===== src/rtl/cpu_types_pkg.sv =====
// Shared CPU datapath types: machine word, alu opcodes and the alu request/response bundles.
// Pure type definitions; no logic.
package cpu_types_pkg;

   localparam int WORD_W = 32;

   typedef logic [WORD_W-1:0] word_t;

   typedef enum logic [2:0] {
      ALU_ADD = 3'd0,
      ALU_SUB = 3'd1,
      ALU_AND = 3'd2,
      ALU_OR  = 3'd3,
      ALU_XOR = 3'd4,
      ALU_SLT = 3'd5
   } aluop_t;

   typedef struct packed {
      aluop_t aluop;
      word_t  port_a;
      word_t  port_b;
   } alu_req_t;

   typedef struct packed {
      word_t result;
      logic  negative;
      logic  overflow;
      logic  zero;
   } alu_resp_t;

endpackage


===== src/rtl/alu.sv =====
// Combinational alu: result plus negative/overflow/zero flags, zero latency, no flow control.
// Overflow is signed overflow and is only meaningful for add and subtract.
module alu
   import cpu_types_pkg::*;
(
   input  aluop_t aluop,
   input  word_t  port_a,
   input  word_t  port_b,
   output word_t  result,
   output logic   negative,
   output logic   overflow,
   output logic   zero
);

   always_comb begin
      result   = '0;
      overflow = 1'b0;
      case (aluop)
         ALU_ADD: begin
            result   = port_a + port_b;
            overflow = (port_a[WORD_W-1] == port_b[WORD_W-1]) &&
                       (result[WORD_W-1] != port_a[WORD_W-1]);
         end
         ALU_SUB: begin
            result   = port_a - port_b;
            overflow = (port_a[WORD_W-1] != port_b[WORD_W-1]) &&
                       (result[WORD_W-1] != port_a[WORD_W-1]);
         end
         ALU_AND: result = port_a & port_b;
         ALU_OR:  result = port_a | port_b;
         ALU_XOR: result = port_a ^ port_b;
         ALU_SLT: result = {{(WORD_W-1){1'b0}}, ($signed(port_a) < $signed(port_b))};
         default: result = '0;
      endcase
      negative = result[WORD_W-1];
      zero     = (result == '0);
   end

endmodule


===== src/rtl/rr_grant.sv =====
// Combinational round-robin picker: first requester at or after ptr wins (mod N), zero latency.
// Returns an all-zero grant when nothing requests.
module rr_grant #(
   parameter  int N  = 2,
   localparam int IW = $clog2(N)
) (
   input  logic [N-1:0]  req,
   input  logic [IW-1:0] ptr,
   output logic [N-1:0]  gnt,
   output logic [IW-1:0] gnt_idx
);

   logic found;

   always_comb begin
      gnt     = '0;
      gnt_idx = '0;
      found   = 1'b0;
      // Outer loop walks priority order, inner loop finds the lane at that position.
      for (int k = 0; k < N; k++) begin
         for (int i = 0; i < N; i++) begin
            if (!found && req[i] && (i == (int'(ptr) + k) % N)) begin
               gnt[i]  = 1'b1;
               gnt_idx = IW'(i);
               found   = 1'b1;
            end
         end
      end
   end

endmodule


===== src/rtl/alu_share_arbiter.sv =====
// Round-robin share of one alu across NREQ valid/ready clients; 1-cycle accept-to-response latency.
// A single response register stalls all grants until its tagged owner drains it (drain+refill same cycle).
module alu_share_arbiter
   import cpu_types_pkg::*;
#(
   parameter int NREQ = 2
) (
   input  logic              CLK,
   input  logic              RST,
   input  logic [NREQ-1:0]   req_valid,
   output logic [NREQ-1:0]   req_ready,
   input  aluop_t            req_aluop  [NREQ],
   input  word_t             req_port_a [NREQ],
   input  word_t             req_port_b [NREQ],
   output logic [NREQ-1:0]   resp_valid,
   input  logic [NREQ-1:0]   resp_ready,
   output word_t             resp_result,
   output logic              resp_negative,
   output logic              resp_overflow,
   output logic              resp_zero
);

   localparam int PW = $clog2(NREQ);

   logic [NREQ-1:0] resp_valid_d, resp_valid_q;
   alu_resp_t       resp_d, resp_q;
   logic [PW-1:0]   rr_ptr_d, rr_ptr_q;

   logic            slot_free;
   logic [NREQ-1:0] req_cand;
   logic [NREQ-1:0] gnt;
   logic [PW-1:0]   gnt_idx;
   alu_req_t        sel_req;
   alu_resp_t       alu_out;
   word_t           alu_result;
   logic            alu_neg, alu_ovf, alu_zero;

   // Only the tagged owner's ready can free the slot; stray ready bits fall out of the AND.
   assign slot_free = ~|resp_valid_q | (|(resp_valid_q & resp_ready));
   assign req_cand  = (slot_free && !RST) ? req_valid : '0;

   rr_grant #(.N(NREQ)) u_rr_grant (
      .req     (req_cand),
      .ptr     (rr_ptr_q),
      .gnt     (gnt),
      .gnt_idx (gnt_idx)
   );

   assign req_ready = gnt;

   always_comb begin
      sel_req.aluop  = req_aluop[gnt_idx];
      sel_req.port_a = req_port_a[gnt_idx];
      sel_req.port_b = req_port_b[gnt_idx];
   end

   alu u_alu (
      .aluop    (sel_req.aluop),
      .port_a   (sel_req.port_a),
      .port_b   (sel_req.port_b),
      .result   (alu_result),
      .negative (alu_neg),
      .overflow (alu_ovf),
      .zero     (alu_zero)
   );

   assign alu_out = '{result: alu_result, negative: alu_neg, overflow: alu_ovf, zero: alu_zero};

   always_comb begin
      resp_valid_d = resp_valid_q;
      resp_d       = resp_q;
      rr_ptr_d     = rr_ptr_q;
      if (slot_free) begin
         resp_valid_d = '0;
      end
      if (|gnt) begin
         resp_valid_d = gnt;
         resp_d       = alu_out;
         rr_ptr_d     = (gnt_idx == PW'(NREQ-1)) ? '0 : gnt_idx + 1'b1;
      end
   end

   always_ff @(posedge CLK) begin
      if (RST) begin
         resp_valid_q <= '0;
         resp_q       <= '0;
         rr_ptr_q     <= '0;
      end else begin
         resp_valid_q <= resp_valid_d;
         resp_q       <= resp_d;
         rr_ptr_q     <= rr_ptr_d;
      end
   end

   assign resp_valid    = resp_valid_q;
   assign resp_result   = resp_q.result;
   assign resp_negative = resp_q.negative;
   assign resp_overflow = resp_q.overflow;
   assign resp_zero     = resp_q.zero;

endmodule


===== config.mk =====
export PLATFORM = sky130hd
export DESIGN_NAME = alu_share_arbiter
export DESIGN_NICKNAME = d
export VERILOG_FILES = /design/src/rtl/cpu_types_pkg.sv /design/src/rtl/alu.sv /design/src/rtl/rr_grant.sv /design/src/rtl/alu_share_arbiter.sv
export SDC_FILE = /design/constraint.sdc
export NUM_CORES = 1
export LEC_CHECK = 0
export CAP_MARGIN = 20
export CORE_ASPECT_RATIO = 1.1
export CORE_MARGIN = 4
export CORE_UTILIZATION = 39
export CTS_CLUSTER_SIZE = 30
export DETAILED_ROUTE_END_ITERATION = 8
export GPL_TIMING_DRIVEN = 0
export MAX_ROUTING_LAYER = met4
export PLACE_DENSITY = 0.62
export SLEW_MARGIN = 5
export SYNTH_ARGS = -nofsm -noshare
export SYNTH_HDL_FRONTEND = slang
export SYNTH_SLANG_ARGS = --single-unit

===== constraint.sdc =====
create_clock -name CLK -period 11.2 [get_ports CLK]
set_clock_uncertainty 0.15 [all_clocks]
set_input_delay 2.24 -clock CLK [delete_from_list [all_inputs] [get_ports CLK]]
set_output_delay 2.24 -clock CLK [all_outputs]
set_load 0.005 [all_outputs]

==> run_results.csv <==
group,metric,value,unit
worst_setup_path,cpPeakStageDelay,730,ps
clocking,cts_buffer_depth,2,
worst_setup_path,crit_fanout,10,
final_layout,design_area,9833,um^2
clocking,clk_latency,280,ps
run_status,status,"finished, final reports clean",
route,routed_wl,32310,um
place,dpl.hpwl,26450,um
route,wl_per_cell,20.18,um
final_layout,syn_to_final_growth,29.47,%
worst_setup_path,startpoint_type,"input pin",
run,drv_cap,0,
worst_setup_path,cp.required,11270,ps
clocking,clk_pin_slew_worst_paths,50,ps
floorplan,die-height,154.4,um
final_layout,fillers,2047,
global_routing,grt_pass1_vias,8461,
route,first_pass_iters,6,
sta,final.period_utilization,78.90,%
worst_setup_path,crit_path_end_kind,"flip-flop",
worst_setup_path,cpLargestDelayFamily,"buffers and inverters",
final_layout,nNetsFinal,1595,
sta,relSlewSlack,35.02,%
sta,hold_viol,0,
clocking,clock_sinks,37,
power,p_total,0.9491,mW
worst_setup_path,reg2reg_slack,4450,ps
global_routing,grt_pass1_wl,48750,um
synth,synthesis.area,7595,um^2
worst_setup_path,crit_type,"in2reg",
route,vias,9148,
route,drt_iter0_markers,807,
worst_setup_path,crit_slowest_cell,"a221oi_1",
route,via_per_inst,5.714,
global_routing,gr-usage-all-layers,29.10,%
synth,synth_warnings,0,
clocking,cts_buffers,5,
power,power_density,96.52,nW/um^2
sta,worstMarginPinSlew,968.2,ps
floorplan,dieArea,21770,um^2
route,ant_nets,0,
clocking,cts_setup_buffers,0,
synth,synth_top_area_share,16.47,%
place,io_buffer_count,177,
synth,synthCells,1169,
synth,async_flop_share,0,%
sta,fin_setup_tns,0,ps
clocking,cts_resized,0,
floorplan,initial_core_util,39.77,%
worst_setup_path,cp.arrival,8900,ps
final_layout,diodes,0,
floorplan,fp.coreArea,19100,um^2
clocking,cts_tree,"built",
final_layout,layout.core_utilization,51.49,%
synth,seq_area_frac_synth,9.753,%
global_routing,overflow,0,
sta,slew_violations,0,
final_layout,drive_above_1_share,4.210,%
floorplan,ios,179,
global_routing,grt_start_max_net_pins,12,
synth,synth_area_leaders,"ha_1, nand2_1, dfxtp_1, a21oi_1, inv_1",
synth,yosysTopAreaCell,"ha_1",
synth,synthesis.nets,1411,
hold_path,hold_class,"reg2reg",
place,dp_cells,1593,
clocking,clockRootBuffer,"clkbuf_16",
place,gp_congestion,1.006,
sta,finalSetupViolCount,0,
sta,fin_crit,8837,ps
sta,timing.fmax,113.2,MHz
worst_setup_path,cp_num_buf_inv,7,
clocking,ctsHtreeMaxLevel,2,
final_layout,final_cells,1601,
global_routing,grt_antenna_before_repair,0,
synth,ys_ff_latch,37,
floorplan,num_rows,53,
clocking,cts_hold_buf,0,
floorplan,die_x,141.1,um
synth,synth-edff-count,0,
power,p_leak,4.390,nW
synth,synthDistinctLibCells,86,
route,drcViolationCount,0,
synth,ys.flop_type,"dfxtp_1",
synth,syn_avg_cell_area,6.497,um^2
place,place_area,9676,um^2
power,peakVddDrop,106.2,uV
sta,rsz0062_at_grt,"no",
==> layout make-up <==
| class | instances | area (um^2) | area share [%] |
|---|---|---|---|
| clock inverter | 1 | 5.005 | 0.05090 |
| tap | 247 | 309.0 | 3.143 |
| inverter | 106 | 397.9 | 4.046 |
| sequential | 37 | 740.7 | 7.533 |
| clock buffer | 7 | 152.6 | 1.552 |
| multi-input combinational | 951 | 6116 | 62.20 |
| timing repair buffer | 177 | 1772 | 18.02 |
| buffer | 75 | 340.3 | 3.461 |
==> flip-flops by register name, indices dropped and copies added (netlist names) <==
signal and flops:
resp_result 32, resp_valid 2, resp_overflow 1, resp_zero 1
rr_ptr_q 1
==> synthesized netlist by cell type, types with 10 or more instances <==
cell type and count:
nand2_1 253, buf_2 20, inv_1 105, a211oi_1 27, a22oi_1 16, nand3_1 21
xnor2_1 17, a21o_1 17, nand2b_1 14, nor2b_1 15, nor2_1 86, nand4_1 10
nor3_1 27, dfxtp_1 37, o211ai_1 14, o31ai_1 11, ha_1 100, o21ai_0 51
a21oi_1 85, clkbuf_1 46, a221oi_1 10
==> worst min-delay path, cell delays in order (launching register included) <==
cell     delay, ps
dfxtp_1        300
nand2_1         50
a21oi_1         50
==> report_power, final <==
group	leakage, nW	total [mW]	switching [mW]	internal [mW]
registers	0.305	0.151	0.00673	0.144
logic	4.01	0.651	0.399	0.253
clock network	0.0799	0.147	0.0526	0.0941
total	4.39	0.949	0.458	0.491
==> logic make-up (layout without fill, tap and decap cells) <==
kind of cell / Yosys count / in the layout / synth area share (%)
AOI/OAI and AO/OA: 350 / 350 / 32.52
xor gates and xnor gates: 19 / 19 / 2.191
adders and majority gates: 102 / 102 / 17.00
buffers and inverters: 181 / 366 / 9.720
DFF: 37 / 37 / 9.753
muxes: 11 / 11 / 1.598
and+or+nand+nor: 469 / 469 / 27.22
==> metrics by stage <==
stage	hold WS, ps	setup WS, ps
after floorplan	302.7	4599
after global placement	293.6	2214
after detailed placement	298.6	2156
after CTS	305.9	2432
after global routing	340.0	2090
final	301.9	2363
==> routing by layer <==
layer  global-route usage, %  vias to the layer above  routed length (um)
li1                        -                     4489                   -
met1                   38.95                     4168               14340
met2                   46.44                      432               14540
met3                   4.236                       59                2713
met4                   6.922                        0                 726
met5                       -                        -                   0
==> cell usage in the layout, fill, tap and decap left out, types with 15 or more instances in the layout <==
cell / instances
a211oi_1: 27
a21o_1: 17
a21oi_1: 85
a22oi_1: 16
buf_2: 20
clkbuf_1: 46
clkdlybuf4s50_1: 177
dfxtp_1: 37
ha_1: 100
inv_1: 105
nand2_1: 253
nand3_1: 21
nor2_1: 86
nor2b_1: 15
nor3_1: 27
o21ai_0: 51
xnor2_1: 17
==> worst paths after layout <==
path,start,end,cells after the start
setup / recovery,req_valid[1],resp_zero,25
setup reg to reg,resp_valid[0],resp_zero,23
hold reg to reg,resp_result[2],resp_result[2],2
hold / removal,resp_result[2],resp_result[2],2
Power figures use the tool's default switching activity.
